## src/rtl/ctrl_pipe.sv

```systemverilog
// ctrl_pipe -- single-issue RV32I instruction decoder with a registered control bundle.
//
// Each accepted 32-bit instruction is decoded into a control bundle. The bundle
// appears one cycle after the accept, qualified by ctrl_valid_o. A mul/div
// instruction holds the decoder for MD_CYCLES cycles. Its bundle is emitted when
// that countdown ends. Mul/div decode exists only when the macro
// CTRL_PIPE_MD_EN is defined. Without it, funct7 0000001 decodes as illegal and
// the md outputs are tied to 0.
//
// Parameters
//   XLEN       datapath width, documentation only (the instruction is always 32 bits)
//   MD_CYCLES  total cycles a mul/div instruction occupies the decoder (>= 2)
//
// Ports
//   clk, rst                      clock; synchronous active-high reset
//   instr_i, instr_valid_i        instruction word and its valid
//   instr_ready_o                 decoder accepts instr_i this cycle
//   stall_i                       execute stage cannot take a bundle; holds everything
//   flush_i                       kills the held bundle and any in-flight mul/div
//   ctrl_valid_o                  bundle below is valid
//   alu_op_o, reg_wr_o, sel_a_o (1 = PC), sel_b_o (1 = immediate), wb_sel_o, br_type_o
//   cs_o (active-low chip select), rd_wr_o (1 = load), mask_o
//   csr_op_o, mret_o, illegal_o, md_op_o, md_o, md_busy_o
module ctrl_pipe #(
    parameter int XLEN      = 32,
    parameter int MD_CYCLES = 4
) (
    input  logic        clk,
    input  logic        rst,
    input  logic [31:0] instr_i,
    input  logic        instr_valid_i,
    output logic        instr_ready_o,
    input  logic        stall_i,
    input  logic        flush_i,
    output logic        ctrl_valid_o,
    output logic [3:0]  alu_op_o,
    output logic        reg_wr_o,
    output logic        sel_a_o,
    output logic        sel_b_o,
    output logic [1:0]  wb_sel_o,
    output logic [2:0]  br_type_o,
    output logic        cs_o,
    output logic        rd_wr_o,
    output logic [2:0]  mask_o,
    output logic [1:0]  csr_op_o,
    output logic        mret_o,
    output logic        illegal_o,
    output logic [2:0]  md_op_o,
    output logic        md_o,
    output logic        md_busy_o
);

`ifdef CTRL_PIPE_MD_EN
    localparam bit MD_EN = 1'b1;
`else
    localparam bit MD_EN = 1'b0;
`endif

    localparam int CW = $clog2(MD_CYCLES + 1);

    if (MD_CYCLES < 2 || XLEN < 32) begin : g_bad_cfg
        $error("ctrl_pipe: MD_CYCLES must be >= 2 and XLEN >= 32");
    end

    typedef struct packed {
        logic [3:0] alu_op;
        logic       reg_wr;
        logic       sel_a;
        logic       sel_b;
        logic [1:0] wb_sel;
        logic [2:0] br_type;
        logic       cs;
        logic       rd_wr;
        logic [2:0] mask;
        logic [1:0] csr_op;
        logic       mret;
        logic       illegal;
        logic [2:0] md_op;
        logic       md;
    } ctrl_t;

    localparam ctrl_t BUBBLE = '{alu_op: 4'd0, reg_wr: 1'b0, sel_a: 1'b0, sel_b: 1'b0,
                                 wb_sel: 2'd0, br_type: 3'd0, cs: 1'b1, rd_wr: 1'b1,
                                 mask: 3'd0, csr_op: 2'd0, mret: 1'b0, illegal: 1'b0,
                                 md_op: 3'd0, md: 1'b0};

    localparam logic [6:0] OP_R     = 7'b0110011;
    localparam logic [6:0] OP_I     = 7'b0010011;
    localparam logic [6:0] OP_LOAD  = 7'b0000011;
    localparam logic [6:0] OP_STORE = 7'b0100011;
    localparam logic [6:0] OP_BR    = 7'b1100011;
    localparam logic [6:0] OP_LUI   = 7'b0110111;
    localparam logic [6:0] OP_AUIPC = 7'b0010111;
    localparam logic [6:0] OP_JAL   = 7'b1101111;
    localparam logic [6:0] OP_JALR  = 7'b1100111;
    localparam logic [6:0] OP_SYS   = 7'b1110011;

    localparam logic [3:0] ALU_ADD = 4'b0000, ALU_SUB = 4'b0001, ALU_SLT = 4'b0010,
                           ALU_SLTU = 4'b0011, ALU_AND = 4'b0100, ALU_OR = 4'b0101,
                           ALU_XOR = 4'b0110, ALU_SLL = 4'b0111, ALU_SRL = 4'b1000,
                           ALU_SRA = 4'b1001, ALU_LUI = 4'b1010;

    typedef enum logic [0:0] {IDLE, MD_BUSY} state_t;

    state_t        r_state, w_nxt_state;
    logic [CW-1:0] r_cnt, w_nxt_cnt;
    logic          r_valid, w_nxt_valid;
    ctrl_t         r_bundle, w_nxt_bundle;
    logic [2:0]    r_md_op, w_nxt_md_op;

    logic [6:0] w_op, w_f7;
    logic [2:0] w_f3;
    ctrl_t      w_dec;
    logic       w_dec_md;
    logic       w_ill;
    logic       w_accept;

    assign w_op = instr_i[6:0];
    assign w_f3 = instr_i[14:12];
    assign w_f7 = instr_i[31:25];

    assign instr_ready_o = (r_state == IDLE) & ~stall_i & ~flush_i;
    assign w_accept      = instr_valid_i & instr_ready_o;

    // Combinational decode. Any undefined encoding collapses to a bubble with
    // only illegal set.
    always_comb begin
        w_dec    = BUBBLE;
        w_dec_md = 1'b0;
        w_ill    = 1'b0;
        case (w_op)
            OP_R: begin
                w_dec.reg_wr = 1'b1;
                w_dec.wb_sel = 2'b01;
                if (w_f7 == 7'b0000000) begin
                    case (w_f3)
                        3'b000:  w_dec.alu_op = ALU_ADD;
                        3'b001:  w_dec.alu_op = ALU_SLL;
                        3'b010:  w_dec.alu_op = ALU_SLT;
                        3'b011:  w_dec.alu_op = ALU_SLTU;
                        3'b100:  w_dec.alu_op = ALU_XOR;
                        3'b101:  w_dec.alu_op = ALU_SRL;
                        3'b110:  w_dec.alu_op = ALU_OR;
                        default: w_dec.alu_op = ALU_AND;
                    endcase
                end else if (w_f7 == 7'b0100000) begin
                    case (w_f3)
                        3'b000:  w_dec.alu_op = ALU_SUB;
                        3'b101:  w_dec.alu_op = ALU_SRA;
                        default: w_ill = 1'b1;
                    endcase
                end else if (w_f7 == 7'b0000001 && MD_EN) begin
                    w_dec_md = 1'b1;
                end else begin
                    w_ill = 1'b1;
                end
            end
            OP_I: begin
                w_dec.reg_wr = 1'b1;
                w_dec.sel_b  = 1'b1;
                w_dec.wb_sel = 2'b01;
                case (w_f3)
                    3'b000: w_dec.alu_op = ALU_ADD;
                    3'b010: w_dec.alu_op = ALU_SLT;
                    3'b011: w_dec.alu_op = ALU_SLTU;
                    3'b100: w_dec.alu_op = ALU_XOR;
                    3'b110: w_dec.alu_op = ALU_OR;
                    3'b111: w_dec.alu_op = ALU_AND;
                    3'b001: begin
                        if (w_f7 == 7'b0000000) w_dec.alu_op = ALU_SLL;
                        else                    w_ill = 1'b1;
                    end
                    default: begin
                        if (w_f7 == 7'b0000000)      w_dec.alu_op = ALU_SRL;
                        else if (w_f7 == 7'b0100000) w_dec.alu_op = ALU_SRA;
                        else                         w_ill = 1'b1;
                    end
                endcase
            end
            OP_LOAD: begin
                w_dec.reg_wr = 1'b1;
                w_dec.sel_b  = 1'b1;
                w_dec.cs     = 1'b0;
                w_dec.rd_wr  = 1'b1;
                case (w_f3)
                    3'b000:  w_dec.mask = 3'b010;
                    3'b001:  w_dec.mask = 3'b001;
                    3'b010:  w_dec.mask = 3'b000;
                    3'b100:  w_dec.mask = 3'b100;
                    3'b101:  w_dec.mask = 3'b011;
                    default: w_ill = 1'b1;
                endcase
            end
            OP_STORE: begin
                w_dec.sel_b = 1'b1;
                w_dec.cs    = 1'b0;
                w_dec.rd_wr = 1'b0;
                case (w_f3)
                    3'b000:  w_dec.mask = 3'b010;
                    3'b001:  w_dec.mask = 3'b001;
                    3'b010:  w_dec.mask = 3'b000;
                    default: w_ill = 1'b1;   // 011 (sd) has no RV32 meaning
                endcase
            end
            OP_BR: begin
                w_dec.alu_op = ALU_SUB;      // compare operands by subtraction
                case (w_f3)
                    3'b000:  w_dec.br_type = 3'b010;
                    3'b001:  w_dec.br_type = 3'b001;
                    3'b010,
                    3'b011:  w_ill = 1'b1;
                    default: w_dec.br_type = w_f3;  // blt/bge/bltu/bgeu codes equal funct3
                endcase
            end
            OP_LUI: begin
                w_dec.alu_op = ALU_LUI;
                w_dec.reg_wr = 1'b1;
                w_dec.sel_b  = 1'b1;
                w_dec.wb_sel = 2'b01;
            end
            OP_AUIPC: begin
                w_dec.reg_wr = 1'b1;
                w_dec.sel_a  = 1'b1;
                w_dec.sel_b  = 1'b1;
                w_dec.wb_sel = 2'b01;
            end
            OP_JAL: begin
                w_dec.reg_wr  = 1'b1;
                w_dec.sel_a   = 1'b1;
                w_dec.sel_b   = 1'b1;
                w_dec.wb_sel  = 2'b10;
                w_dec.br_type = 3'b011;
            end
            OP_JALR: begin
                if (w_f3 == 3'b000) begin
                    w_dec.reg_wr  = 1'b1;
                    w_dec.sel_b   = 1'b1;
                    w_dec.wb_sel  = 2'b10;
                    w_dec.br_type = 3'b011;
                end else begin
                    w_ill = 1'b1;
                end
            end
            OP_SYS: begin
                if (instr_i == 32'h3020_0073) begin
                    w_dec.mret = 1'b1;
                end else if (w_f3 == 3'b001 || w_f3 == 3'b010 || w_f3 == 3'b011) begin
                    w_dec.csr_op = w_f3[1:0];
                    w_dec.reg_wr = 1'b1;
                    w_dec.wb_sel = 2'b11;
                end else begin
                    w_ill = 1'b1;
                end
            end
            default: w_ill = 1'b1;
        endcase
        if (w_ill) begin
            w_dec         = BUBBLE;
            w_dec.illegal = 1'b1;
        end
    end

    // Next state / bundle. Priority: flush, then stall, then normal flow.
    always_comb begin
        w_nxt_state  = r_state;
        w_nxt_cnt    = r_cnt;
        w_nxt_valid  = r_valid;
        w_nxt_bundle = r_bundle;
        w_nxt_md_op  = r_md_op;
        if (flush_i) begin
            w_nxt_state  = IDLE;
            w_nxt_cnt    = '0;
            w_nxt_valid  = 1'b0;
            w_nxt_bundle = BUBBLE;
        end else if (!stall_i) begin
            w_nxt_valid  = 1'b0;
            w_nxt_bundle = BUBBLE;
            case (r_state)
                IDLE: begin
                    if (w_accept) begin
                        if (w_dec_md) begin
                            w_nxt_state = MD_BUSY;
                            w_nxt_cnt   = CW'(MD_CYCLES - 1);
                            w_nxt_md_op = w_f3;
                        end else begin
                            w_nxt_valid  = 1'b1;
                            w_nxt_bundle = w_dec;
                        end
                    end
                end
                default: begin
                    if (r_cnt == CW'(1)) begin
                        w_nxt_state         = IDLE;
                        w_nxt_cnt           = '0;
                        w_nxt_valid         = 1'b1;
                        w_nxt_bundle.md     = 1'b1;
                        w_nxt_bundle.md_op  = r_md_op;
                        w_nxt_bundle.reg_wr = 1'b1;
                        w_nxt_bundle.wb_sel = 2'b01;
                    end else begin
                        w_nxt_cnt = r_cnt - CW'(1);
                    end
                end
            endcase
        end
    end

    always_ff @(posedge clk) begin
        if (rst) begin
            r_state  <= IDLE;
            r_cnt    <= '0;
            r_valid  <= 1'b0;
            r_bundle <= BUBBLE;
            r_md_op  <= 3'd0;
        end else begin
            r_state  <= w_nxt_state;
            r_cnt    <= w_nxt_cnt;
            r_valid  <= w_nxt_valid;
            r_bundle <= w_nxt_bundle;
            r_md_op  <= w_nxt_md_op;
        end
    end

    assign ctrl_valid_o = r_valid;
    assign alu_op_o     = r_bundle.alu_op;
    assign reg_wr_o     = r_bundle.reg_wr;
    assign sel_a_o      = r_bundle.sel_a;
    assign sel_b_o      = r_bundle.sel_b;
    assign wb_sel_o     = r_bundle.wb_sel;
    assign br_type_o    = r_bundle.br_type;
    assign cs_o         = r_bundle.cs;
    assign rd_wr_o      = r_bundle.rd_wr;
    assign mask_o       = r_bundle.mask;
    assign csr_op_o     = r_bundle.csr_op;
    assign mret_o       = r_bundle.mret;
    assign illegal_o    = r_bundle.illegal;
    assign md_o         = MD_EN ? r_bundle.md : 1'b0;
    assign md_op_o      = MD_EN ? r_bundle.md_op : 3'd0;
    assign md_busy_o    = MD_EN ? (r_state == MD_BUSY) : 1'b0;

endmodule

```

## config.mk

```make
export PLATFORM = sky130hd
export DESIGN_NAME = ctrl_pipe
export DESIGN_NICKNAME = d
export VERILOG_FILES = /design/src/rtl/ctrl_pipe.sv
export SDC_FILE = /design/constraint.sdc
export NUM_CORES = 1
export LEC_CHECK = 0
export CORE_UTILIZATION = 50
export CTS_BUF_LIST = sky130_fd_sc_hd__clkbuf_4 sky130_fd_sc_hd__clkbuf_8 sky130_fd_sc_hd__clkbuf_16
export CTS_CLUSTER_DIAMETER = 60
export DETAILED_ROUTE_END_ITERATION = 16
export DONT_BUFFER_PORTS = 1
export GPL_TIMING_DRIVEN = 0
export PLACE_DENSITY = 0.69
export SETUP_SLACK_MARGIN = 0.15
export SYNTH_ARGS = -nofsm -noshare
export SYNTH_HDL_FRONTEND = slang
export SYNTH_SLANG_ARGS = --single-unit
```

## constraint.sdc

```tcl
create_clock -name clk -period 2.9 [get_ports clk]
set_input_delay 0.145 -clock clk [delete_from_list [all_inputs] [get_ports clk]]
set_output_delay 0.145 -clock clk [all_outputs]
set_load 0.02 [all_outputs]
```

==> results of run 1 <==
==> through the flow <==
stage / power (mW) / cells / setup slack (ns)
3_5_place_dp: 0.459 / 269 / 0.293
5_1_grt: 0.736 / 274 / 0.390
3_3_place_gp: 0.459 / 269 / 0.327
6_report: 0.704 / 274 / 0.554
4_1_cts: 0.700 / 274 / 0.297
2_1_floorplan: 0.443 / 225 / 0.530
==> power by group <==
part / internal [mW] / switching [mW]
clock: 0.140 / 0.109
sequential: 0.359 / 0.00252
combinational: 0.0346 / 0.0596
total: 0.533 / 0.171
==> flip-flops by register name, summed over array words and instances, names as in the netlist <==
| register | count |
|---|---|
| alu_op_o | 4 |
| br_type_o | 3 |
| mask_o | 3 |
| r_cnt | 3 |
| csr_op_o | 2 |
| wb_sel_o | 2 |
| cs_o | 1 |
| ctrl_valid_o | 1 |
| illegal_o | 1 |
| mret_o | 1 |
| r_state | 1 |
| rd_wr_o | 1 |
| reg_wr_o | 1 |
| sel_a_o | 1 |
| sel_b_o | 1 |
==> cells in the mapped netlist (all sizes together), types with 2 or more instances <==
master,number,share of area
o22ai,3,0.012
dfxtp,26,0.32
inv,5,0.012
a211oi,2,0.0093
and2,2,0.0077
nand2,34,0.079
nand3b,3,0.014
nor3b,2,0.0093
or4,5,0.026
a311oi,2,0.011
nor3,10,0.031
ha,2,0.015
or4b,2,0.012
a21o,2,0.0093
o21ai,17,0.053
a22o,2,0.011
nor2,24,0.056
nor4,4,0.015
or2,2,0.0078
clkbuf,9,0.021
nand2b,5,0.019
buf,7,0.029
o31ai,5,0.026
or3,3,0.012
a31oi,2,0.0077
a21oi,16,0.050
nor2b,7,0.027
nand3,4,0.012
==> layer usage <==
layer | wire length, um | track usage | share of wire | vias to the layer above
li1 | - | - | - | 802
met4 | 37 | 0.0782 | 0.0089 | 0
met5 | 0 | 0 | 0 | -
met2 | 1920 | 0.380 | 0.46 | 67
met1 | 1900 | 0.357 | 0.46 | 755
met3 | 309 | 0.0418 | 0.074 | 7
==> kinds of logic after synthesis <==
logic type / synth area share
buffers and inverters: 0.0612
AOI/OAI and AO/OA: 0.246
DFF: 0.322
adders and majority gates: 0.0155
and+or+nand+nor: 0.353
other: 0.00232
==> cells in the final DEF (no fill, tap or decap), types with 3 or more instances in the layout <==
master,n
o21ai_0,17
o22ai_1,3
buf_4,5
nand2_1,34
nor4_1,4
nand3b_1,3
nand3_1,4
nor2_1,24
inv_1,5
nand2b_1,5
clkbuf_4,3
conb_1,5
or3_1,3
or4_1,4
nor2b_1,7
nor3_1,9
clkbuf_1,9
a21oi_1,16
dfxtp_1,26
o31ai_1,4
==> worst max-delay path by stage <==
stage | start | endpoint | slack, ns | cells past startpoint
floorplan | stall_i | mask_o[1]$_SDFFE_PP0N_ | 0.53 | 8
global placement | stall_i | mask_o[1]$_SDFFE_PP0N_ | 0.33 | 8
detailed placement | stall_i | mask_o[1]$_SDFFE_PP0N_ | 0.29 | 8
CTS | r_state$_SDFFE_PP0N_ | mask_o[1]$_SDFFE_PP0N_ | 0.30 | 7
global route | r_state$_SDFFE_PP0N_ | mask_o[1]$_SDFFE_PP0N_ | 0.39 | 7
finish | r_state$_SDFFE_PP0N_ | mask_o[1]$_SDFFE_PP0N_ | 0.55 | 7
==> cell type report <==
cell class / instances / share of cell area
clock inverters: 1 / 0.0171
plain buffers: 16 / 0.0457
flip-flops and latches: 26 / 0.297
clock buffers: 3 / 0.0128
well taps: 44 / 0.0314
inverters: 5 / 0.0107
multi-input cells: 178 / 0.580
repair buffers: 1 / 0.00571
==> critical path, cell delays in order, from the launching register on <==
cell	delay (ns)
dfxtp_1	0.36
nor3_2	0.41
and2_1	0.22
nand2_1	0.10
or4_1	0.53
buf_2	0.18
or2_1	0.24
o31ai_2	0.21
==> repair_timing <==
item,CTS,global route
endpoints found under the setup margin,0,1
hold buffers,1,0
hold endpoints to repair,1,0
gates resized for setup,0,1
==> impl_metrics.tcl, run 1 <==
set metrics [dict create \
    status "finished, final reports clean" \
    ys_seq_area_frac 0.322 \
    r2r_end "mask_o[1]$_SDFFE_PP0N_" \
    leakage_nw 0.579 \
    fmax_ghz 0.426 \
    grt.overflow.total 0 \
    firstDrtPassIters 4 \
    ys_ff_latch 26 \
    async_reset_ff_frac 0 \
    hpwl_um 3290 \
    area.growth.synth_to_final_pct 8.52 \
    timing.rr.start "r_state$_SDFFE_PP0N_" \
    post-route-min-period_ns 2.35 \
    place_area_sq_um 1690 \
    drt-initial-drc-count 93 \
    ios 65 \
    fp.dieH_um 58.8 \
    track_usage 0.249 \
    die_w_um 58.8 \
    cts_buffer_depth 2 \
    synth_enable_flop_cells 0 \
    multi_input_area_sq_um 1020 \
    hp-class "in -> reg" \
    worstSetupPathType "reg -> reg" \
    worstMarginPinSlew_ns 0.688 \
    antenna_found_initial 0 \
    cts_num_sinks 26 \
    cts.clk_slew.worst_paths_ns 0.15 \
    startpoint_type "flop" \
    drv_slew 0 \
    ant_nets 0 \
    max-slew-margin-rel 0.535 \
    via_per_inst 5.95 \
    globalplace.congestion 0.922 \
    end_kind "flop" \
    antennaDiodeCount 0 \
    cts_tree "done" \
    synth_ff_type "dfxtp_1" \
    cts_root_buf "clkbuf_4" \
    hold_end "mret_o$_SDFFE_PP0N_" \
    portBuffers 0 \
    peakVddDrop_mv 0.168 \
    design.die.area_sq_um 3460 \
    rsz0062_at_grt "false" \
    drive_gt1_frac 0.0783 \
    synthDistinctLibCells 48 \
    whs_ns 0.0118 \
    fin_crit_sh 0.809 \
    drc 0 \
    yosysWarnings 0 \
    vias 1631 \
    nets 270 \
    holdPathStages 3 \
    final_util 0.574 \
    floorplan.initialDensity 0.529 \
    grt_pass1_wl_um 6620 \
    setup_tns_ns 0 \
    post-cts-setup-buffers 0 \
    powerDensity_nw_per_um2 402 \
    seqCellArea_sq_um 520 \
    fin_area_sq_um 1750 \
    hold_violations 0 \
    clock_skew_ns 0.0167 \
    coreArea_sq_um 3050 \
    finalSetupViolations 0 \
    synth.cell_area_sq_um 1620 \
    rrSetupSlack_ns 0.55 \
    critPathRequiredTime_ns 3.14 \
    reg2reg_depth 7 \
    syn_area_per_cell_sq_um 7.31 \
    grt_pass1_vias 1416 \
    cp_max_fo 9 \
    drt_wl_total_um 4160 \
    crit_arrival_ns 2.59 \
    cap_violations 0 \
    n_fill_cell 294 \
    grt_max_degree 16 \
    synthCells 221 \
    htree_levels 1 \
    post_drt_wl_per_cell_um 15.2 \
    cts_inserted_buffers 3 \
    hp-start "instr_i[30]" \
    rows 20 \
    clk-insertion-delay-late_ns 0.33 \
]
Power figures use the tool's default switching activity.
==> run 2, diff against run 1 <==
==> constraint.sdc (replaced) <==
create_clock -name clk -period 2.2 [get_ports clk]
set_input_delay 0.11 -clock clk [delete_from_list [all_inputs] [get_ports clk]]
set_output_delay 0.11 -clock clk [all_outputs]
set_load 0.02 [all_outputs]
==> run 2 against run 1 <==
Against the previous run:
- via count increased by 0.12%
- register-to-register slack got worse by 0.38 ns
- first-iteration DRC count decreased by 31%
- largest cell class unchanged
==> impl_metrics.tcl, run 2 (same netlist as run 1, synthesis figures left out) <==
set metrics [dict create \
    status "finished, final reports clean" \
    grt.overflow.total 0 \
    timing.rr.start "r_state$_SDFFE_PP0N_" \
    portBuffers 0 \
    rsz0062_at_grt "true" \
    via_per_inst 5.87 \
    power_mw 0.794 \
    grt_max_degree 14 \
    setup_tns_ns 0 \
    floorplan.initialDensity 0.529 \
    cts_buffer_depth 2 \
    drc 0 \
    r2r_end "mask_o[1]$_SDFFE_PP0N_" \
    fin_area_sq_um 1800 \
    drt-initial-drc-count 64 \
    grt_pass1_wl_um 6760 \
    worstMarginPinSlew_ns 0.738 \
    drv_slew 0 \
    globalplace.congestion 0.934 \
    slowest_stage "or4_4" \
    hold_end "csr_op_o[0]$_SDFFE_PP0N_" \
    holdPathStages 3 \
    powerDensity_nw_per_um2 441 \
    area.growth.synth_to_final_pct 11.5 \
    layout_common_cells "33 x nand2_1, 25 x dfxtp_1, 24 x nor2_1" \
    largest_reg_flops 4 \
    end_kind "flop" \
    whs_ns 0.0313 \
    fp.dieH_um 58.8 \
    setup_ws_ns 0.176 \
    finalSetupViolations 0 \
    cts_num_sinks 26 \
    rows 20 \
    place_worst_setup_slack_ns -0.203 \
    path_cells "or4_4, o41ai_4, a221oi_2, or4_4, buf_6, or2_4, o31ai_2" \
    hp-class "in -> reg" \
    fmax_ghz 0.494 \
    peakVddDrop_mv 0.236 \
    cp_max_fo 5 \
    hpwl_um 3250 \
    max-slew-margin-rel 0.501 \
    ant_nets 0 \
    final_common_cell "nand2_1" \
    critPathRequiredTime_ns 2.44 \
    design.die.area_sq_um 3460 \
    clk-insertion-delay-late_ns 0.31 \
    busiest_layer "met2" \
    vias 1633 \
    post_drt_wl_per_cell_um 14.9 \
    post-route-min-period_ns 2.02 \
    firstDrtPassIters 4 \
    nets 275 \
    drive_gt1_frac 0.115 \
    fin_crit_sh 0.920 \
    cts_root_buf "clkbuf_4" \
    cts_inserted_buffers 3 \
    antennaDiodeCount 0 \
    hold_violations 0 \
    worstSetupPathType "in -> reg" \
    crit_arrival_ns 2.26 \
    n_fill_cell 314 \
    place_area_sq_um 1690 \
    cts_tree "done" \
    cap_violations 0 \
    drt_wl_total_um 4140 \
    antenna_found_initial 0 \
    use_met1 0.358 \
    htree_levels 1 \
    track_usage 0.251 \
    grt_pass1_vias 1430 \
    leakage_nw 0.597 \
    use_met2 0.393 \
    coreArea_sq_um 3050 \
    ios 65 \
    clock_skew_ns 0.00275 \
    cp_common_cell "or4_4" \
    startpoint_type "input port" \
    use_met3 0.0440 \
    reg2reg_depth 7 \
    cts.clk_slew.worst_paths_ns 0.12 \
    rrSetupSlack_ns 0.18 \
    hp-start "instr_i[14]" \
    slowest_delay_ns 0.56 \
    die_w_um 58.8 \
]
==> run 2: cell count changes in the layout (fill, tap and decap cells not counted), sizes merged <==
cell	delta
bufinv	-1
dlygate4sd3	+2
buf	+3
==> run 2: layout make-up <==
class,count,area [sq um],area share
Inverter,5,18.8,0.0104
Clock buffer,3,22.5,0.0125
Timing Repair Buffer,6,52.6,0.0292
Tap cell,44,55.1,0.0306
Multi-Input combinational cell,178,1040,0.580
Sequential cell,26,522,0.290
Buffer,16,86.3,0.0479
==> run 2: worst max path at each step <==
stage	startpoint	to	slack [ns]	cells after the start
6_report	instr_i[25]	mask_o[1]$_SDFFE_PP0N_	0.18	7
5_1_grt	r_state$_SDFFE_PP0N_	mask_o[1]$_SDFFE_PP0N_	0.08	7
4_1_cts	r_state$_SDFFE_PP0N_	mask_o[1]$_SDFFE_PP0N_	0.16	7
3_5_place_dp	instr_i[25]	mask_o[1]$_SDFFE_PP0N_	-0.20	7
3_3_place_gp	instr_i[25]	mask_o[1]$_SDFFE_PP0N_	-0.18	7
2_1_floorplan	instr_i[25]	mask_o[1]$_SDFFE_PP0N_	-0.04	7
==> run 2: critical path, delay by kind of cell <==
family	cells	cell delay (ns)
buffers and inverters	1	0.14
and+or+nand+nor	3	1.34
AOI/OAI and AO/OA	3	0.67
==> run 2: where the power goes <==
group	switching (mW)	leakage, nW	internal (mW)
logic	0.0807	0.373	0.0493
registers	0.00323	0.210	0.472
clock network	0.125	0.0138	0.0640
==> run 2: metrics by stage <==
step	util	cells
floorplan	-	225
global placement	0.554	269
detailed placement	0.554	269
CTS	0.583	277
global route	0.590	278
finish	0.590	278
==> run 2: per-layer routing <==
layer  vias up  part of all wire
met5         -                 0
met2        75              0.46
met1       742              0.45
li1        811                 -
met3         5             0.079
met4         0            0.0099
==> run 2: timing repair <==
action,in CTS,in global routing
hold endpoints to repair,2,0
gates resized for setup,7,3
hold buffers,3,0
buffers inserted,2,1
setup endpoints to repair,7,6
pin swaps,5,3
